## src/rtl/systolic_operand_feeder.sv

```systemverilog
// rtl/systolic_operand_feeder.sv - A/B operand banks and skewed edge streaming for an NxN systolic MAC array.
// Outputs are registered from the current state, so they trail the FSM by one cycle.
module systolic_operand_feeder #(
  parameter int N      = 8,
  parameter int DATA_W = 8
) (
  input  logic                  clk,
  input  logic                  rst,
  input  logic                  wr_en,
  input  logic                  wr_sel,
  input  logic [$clog2(N)-1:0]  wr_row,
  input  logic [$clog2(N)-1:0]  wr_col,
  input  logic [DATA_W-1:0]     wr_data,
  input  logic                  start,
  output logic                  arr_rst,
  output logic [DATA_W-1:0]     a_out [N],
  output logic [DATA_W-1:0]     b_out [N],
  output logic                  busy,
  output logic                  done,
  output logic                  c_valid
);

  localparam int CW = $clog2(2 * N);
  localparam int RW = $clog2(N);

  localparam logic [2:0] S_IDLE   = 3'd0;
  localparam logic [2:0] S_ARST   = 3'd1;
  localparam logic [2:0] S_STREAM = 3'd2;
  localparam logic [2:0] S_WAIT   = 3'd3;
  localparam logic [2:0] S_DONE   = 3'd4;

  logic [2:0]        state_q, state_d;
  logic [CW-1:0]     cnt_q, cnt_d;
  logic              arr_rst_q, arr_rst_d;
  logic              busy_q, busy_d;
  logic              done_q, done_d;
  logic              c_valid_q, c_valid_d;
  logic [DATA_W-1:0] a_out_q [N];
  logic [DATA_W-1:0] a_out_d [N];
  logic [DATA_W-1:0] b_out_q [N];
  logic [DATA_W-1:0] b_out_d [N];
  logic [DATA_W-1:0] a_bank_q [N][N];
  logic [DATA_W-1:0] a_bank_d [N][N];
  logic [DATA_W-1:0] b_bank_q [N][N];
  logic [DATA_W-1:0] b_bank_d [N][N];

  logic wr_ok;
  assign wr_ok = wr_en && (state_q == S_IDLE || state_q == S_DONE);

  always_comb begin
    a_bank_d = a_bank_q;
    b_bank_d = b_bank_q;
    if (wr_ok) begin
      if (wr_sel) b_bank_d[wr_row][wr_col] = wr_data;
      else        a_bank_d[wr_row][wr_col] = wr_data;
    end
  end

  always_comb begin
    state_d = state_q;
    cnt_d   = cnt_q;
    case (state_q)
      S_IDLE: begin
        if (start) begin
          state_d = S_ARST;
          cnt_d   = '0;
        end
      end
      S_ARST: begin
        state_d = S_STREAM;
        cnt_d   = '0;
      end
      S_STREAM: begin
        if (cnt_q == CW'(2 * N - 2)) begin
          state_d = S_WAIT;
          cnt_d   = '0;
        end else begin
          cnt_d = cnt_q + 1'b1;
        end
      end
      S_WAIT: begin
        // N+1 zero cycles let the last products reach the far corner PE
        if (cnt_q == CW'(N)) begin
          state_d = S_DONE;
          cnt_d   = '0;
        end else begin
          cnt_d = cnt_q + 1'b1;
        end
      end
      S_DONE: begin
        state_d = start ? S_ARST : S_IDLE;
        cnt_d   = '0;
      end
      default: begin
        state_d = S_IDLE;
        cnt_d   = '0;
      end
    endcase
  end

  always_comb begin
    int t;
    int k;
    t         = int'(cnt_q);
    k         = 0;
    arr_rst_d = (state_q == S_ARST);
    busy_d    = (state_q != S_IDLE);
    done_d    = (state_q == S_DONE);
    c_valid_d = c_valid_q;
    if (state_q == S_DONE)      c_valid_d = 1'b1;
    else if (state_q == S_ARST) c_valid_d = 1'b0;
    for (int i = 0; i < N; i++) begin
      a_out_d[i] = '0;
      b_out_d[i] = '0;
      k = t - i;
      // Lane i enters i cycles late, giving the diagonal wavefront
      if (state_q == S_STREAM && k >= 0 && k < N) begin
        a_out_d[i] = a_bank_q[i][k[RW-1:0]];
        b_out_d[i] = b_bank_q[k[RW-1:0]][i];
      end
    end
  end

  always_ff @(posedge clk) begin
    a_bank_q <= a_bank_d;
    b_bank_q <= b_bank_d;
  end

  always_ff @(posedge clk or posedge rst) begin
    if (rst) begin
      state_q   <= S_IDLE;
      cnt_q     <= '0;
      arr_rst_q <= 1'b0;
      busy_q    <= 1'b0;
      done_q    <= 1'b0;
      c_valid_q <= 1'b0;
      for (int i = 0; i < N; i++) begin
        a_out_q[i] <= '0;
        b_out_q[i] <= '0;
      end
    end else begin
      state_q   <= state_d;
      cnt_q     <= cnt_d;
      arr_rst_q <= arr_rst_d;
      busy_q    <= busy_d;
      done_q    <= done_d;
      c_valid_q <= c_valid_d;
      a_out_q   <= a_out_d;
      b_out_q   <= b_out_d;
    end
  end

  assign arr_rst = arr_rst_q;
  assign busy    = busy_q;
  assign done    = done_q;
  assign c_valid = c_valid_q;
  assign a_out   = a_out_q;
  assign b_out   = b_out_q;

endmodule
```

## config.mk

```make
export PLATFORM = sky130hd
export DESIGN_NAME = systolic_operand_feeder
export DESIGN_NICKNAME = d
export VERILOG_FILES = /design/src/rtl/systolic_operand_feeder.sv
export SDC_FILE = /design/constraint.sdc
export NUM_CORES = 1
export LEC_CHECK = 0
export BUFFER_PORTS_ARGS = -buffer_cell sky130_fd_sc_hd__buf_4
export CAP_MARGIN = 20
export CORE_MARGIN = 5
export CORE_UTILIZATION = 57
export DETAILED_ROUTE_END_ITERATION = 7
export GPL_ROUTABILITY_DRIVEN = 1
export PLACE_DENSITY_LB_ADDON = 0.1
export SLEW_MARGIN = 15
export SYNTH_ARGS = -nofsm -noshare
export SYNTH_HDL_FRONTEND = slang
export SYNTH_SLANG_ARGS = --single-unit
export TNS_END_PERCENT = 1
```

## constraint.sdc

```tcl
create_clock -name clk -period 6.64 [get_ports clk]
set_input_delay 1.328 -clock clk [delete_from_list [all_inputs] [get_ports clk]]
set_output_delay 1.328 -clock clk [all_outputs]
set_load 0.02 [all_outputs]
```

Word-level counts from Yosys, hierarchy flattened
Cells that the tools add are included.
{ "totals": {"reg_bits": 1163, "elab_cells": 313} }
{ "classes": {"n_addsub": 8, "order_cmp": 28, "n_eq_ne": 9, "n_mux": 81, "bitwise": 11, "n_reduce_logical": 26} }
{ "op_table": {"columns": ["op", "count"], "rows": [
  ["$bmux W64 S3", 8],
  ["$bwmux W512", 2],
  ["$mux W8", 35],
  ["$bmux W8 S3", 8],
  ["$demux W64 S3", 1],
  ["$mux W64", 3],
  ["$mux W56", 2],
  ["$mux W48", 2],
  ["$mux W40", 2],
  ["$mux W32", 2],
  ["$mux W24", 2],
  ["$ge A4 B4 Y1 const B", 10],
  ["$not A3 Y4", 10],
  ["$ge A5 B1 Y1 const B", 7],
  ["$lt A5 B5 Y1 const B", 7],
  ["$mux W16", 2],
  ["$demux W8 S3", 1],
  ["$sub A4 B3 Y5 const B", 4],
  ["$logic_and A1 B1 Y1", 19],
  ["$pmux W3 S5", 1],
  ["$mux W4", 3],
  ["$pmux W4 S3", 1],
  ["$sub A4 B2 Y5 const B", 2],
  ["$mux W3", 3],
  ["other kinds (18)", 26]
]} }

Longest topological paths before layout
{ "logic_depth": {"ltp_word": 8, "ltp_mapped": 11, "mapped_depth_nobuf": 6} }

Worst setup path after synthesis
OpenSTA, ideal clock, no wires.
{ "synth_path": {"path_kind": "input to register", "start": "input port wr_col[2]", "end": "register a_bank_q[280] in the netlist's numbering (enable)", "setup_ns": 0.370, "arrival_ns": 2.814, "path_slack_ns": 3.456, "stages": 6, "path_buffers": 2, "cell_sequence": "clkbuf_1 -> or3b_2 -> clkbuf_1 -> inv_1 -> nand2_1 -> nor2_1"} }
{ "synth_lines": {"columns": ["item", "line", "rtl"], "rows": [
  ["from (decl)", "12", "input logic [$clog2(N)-1:0] wr_col,"],
  ["to (signal assigned)", "125", "a_bank_q <= a_bank_d;"],
  ["to (decl)", "42", "logic [DATA_W-1:0] a_bank_q [N][N];"]
]} }

==> impl_metrics.ini <==
[power_and_ir_drop]
clockPowerShare_pct = 30.7
total_power_mw = 20.58
switching_power_mw = 6.068
peakVddDrop_mv = 0.3906
p_seq_share_pct = 41.5
p_int_mw = 14.52
power_frac_comb_pct = 27.7
leakagePower_nw = 16.57
power.density_nw_per_um2 = 418.5
p_sw_share_pct = 29.48

[global_route]
grt-ovfl-total = 0
grt_pass1_vias = 21520
grt.total_usage_pct = 23.79
grt_max_degree = 118
grt_pass1_wl_um = 143400
grt_antenna_before_repair = 7

[cells_and_area]
multi_input_area_um2 = 8511
nFillCells = 5032
regArea_um2 = 34240
area_growth_pct = 13.59
layout_commonest_cell = edfxtp_1
fin_nets = 2315
layout-drive-gt1-share_pct = 26.17
final_util_pct = 64.98
final_cell_mix = edfxtp_1, mux4_2, nand2_1

[timing]
final_max_slew_viol_count = 0
max_slew.worst_pin.slew_ns = 1.091
final.setup_skew_ns = 0.01984
maxSlewHeadroom_pct = 27.29
fmax_mhz = 262.5
rsz0062_at_grt = false
tns_ns = 0
final.min_clock_period_ns = 3.810
finalSetupViolCount = 0
fin_crit_sh_pct = 57.38
hold_viol = 0

[synthesis]
synth_edf_count = 1024
synth_area_um2 = 43310
synth-async-reset-ratio_pct = 11.95
synth_nets = 2126
ys.flop_type = edfxtp_1
avgSynthCellArea_um2 = 20.64
synth_cells = 2098
ys_ff_latch = 1163
yosysWarnings = 0
ys_types = 47
yosysSeqAreaShare_pct = 79.04

[clock_tree]
clk_path_buf_depth = 3
cts_buffers = 112
ctsResizeCount = 0
cts.clk_slew.worst_paths_ns = 0.06
clock_latency_ns = 0.66
h-tree-depth = 3
clock_sinks = 1163
tritoncts = yes
ctsHoldBuffers = 0
cts_root_buf = clkbuf_16
postCtsSetupBuffers = 0

[route]
dr_total_vias = 20610
drt_pass1_iterations = 5
wirelength_um = 96710
ant_nets = 0
via_per_inst = 6.132
drtIter0Drc = 1861
wl_per_cell_um = 28.78
drc = 0

[place]
portBuffers = 150
gp_congestion = 0.7978
dp_hpwl_um = 56740

[flow_run]
drv_cap = 0

[floorplan]
io_pins = 151
die_area_um2 = 81590
dieHeight_um = 285.6
die_w_um = 285.6
initial_core_util_pct = 57.21
fp-row-count = 101
coreArea_um2 = 75700

[min_path]
hp-class = flop to flop

[worst_setup_path]
cp_max_fo = 49
worstSetupEndpointType = flop
ff2ff_setup_slack_ns = 2.83
start_kind = flop
critPathKind = flop to flop
cp.arrival_ns = 4.28
worstPathRequired_ns = 7.11

[outcome]
outcome = finished clean
cells in the mapped netlist (all sizes together), types with 8 or more instances:
cell	instances	share of area [%]
clkbuf	53	0.46
mux4	256	13
inv	11	0.095
a21oi	98	1.1
o21ai	8	0.10
nand2	207	1.8
dfrtp	139	8.0
ha	9	0.26
nand2b	8	0.12
buf	59	0.82
a22o	32	0.65
nor2	136	1.2
edfxtp	1024	71
per-layer routing:
metal,vias to the layer above,global-route usage [%],part of all wire [%]
met5,-,0,0.059
li1,8746,-,-
met1,10960,33.82,41
met4,10,5.869,2.1
met2,742,38.50,50
met3,148,5.394,7.2
layout make-up:
| cell class | count | area share, % |
|---|---|---|
| diodes | 2 | 0.01017 |
| clock buffers | 149 | 6.380 |
| clock inverters | 59 | 1.147 |
| inverters | 12 | 0.1017 |
| multi-input cells | 811 | 17.30 |
| flip-flops and latches | 1163 | 69.60 |
| well taps | 978 | 2.488 |
| repair buffers | 187 | 2.968 |
metrics by stage:
step                      setup WS [ns]  area [um^2]  std cells  hold WS, ns
after CTS                         2.516        49140       3357       0.5557
after global placement            2.546        45410       3148       0.5244
after global routing              2.496        49180       3359       0.5852
final                             2.830        49190       3361       0.5471
after floorplan                   1.587        43310       2098       0.5306
after detailed placement          2.511        45430       3149       0.5465
power by group through the flow:
stage / clock network [mW] / logic (mW) / registers [mW]
detailed placement: 0 / 5.77 / 8.71
global route: 6.73 / 6.11 / 8.59
CTS: 6.42 / 5.80 / 8.56
floorplan: 0 / 3.86 / 8.80
finish: 6.33 / 5.71 / 8.55
global placement: 0 / 5.71 / 8.70
final timing paths:
path	startpoint	to	cells past startpoint
max	cnt_q[1]$_DFFE_PP0P_	b_out[2]$_DFF_PP0_	7
min	c_valid$_DFFE_PP0P_	c_valid$_DFFE_PP0P_	2
max reg2reg	cnt_q[1]$_DFFE_PP0P_	b_out[2]$_DFF_PP0_	7
min reg2reg	c_valid$_DFFE_PP0P_	c_valid$_DFFE_PP0P_	2
max in group asynchronous	rst	cnt_q[0]$_DFFE_PP0P_	3
min in group asynchronous	rst	b_out[25]$_DFF_PP0_	2
registers in the layout, summed over array words and instances, names as in the netlist:
register / count
b_bank_q: 512
done: 1
c_valid: 1
a_bank_q: 512
cnt_q: 4
a_out: 64
b_out: 64
state_q: 3
arr_rst: 1
busy: 1
critical path, cell delays in order (launching register included):
cell and delay [ns]:
dfrtp_4 0.86, clkinv_1 0.18, buf_4 0.33, ha_2 1.04
buf_4 0.56, mux4_2 0.40, nand2_1 0.09, a21oi_1 0.11
cell families (layout without fill, tap and decap cells):
kind of cell | Yosys count | count (layout) | share of synthesized area, %
flip-flops | 1163 | 1163 | 79.04
AND/OR/NAND/NOR | 390 | 390 | 3.733
multiplexers | 258 | 258 | 13.36
AO/OA/AOI/OAI | 150 | 150 | 2.147
buffers and inverters | 124 | 407 | 1.381
adder cells (fa/ha/maj) | 9 | 9 | 0.2600
XOR/XNOR | 4 | 4 | 0.08091
other | 0 | 2 | 0
(Power assumes the default switching activity.)
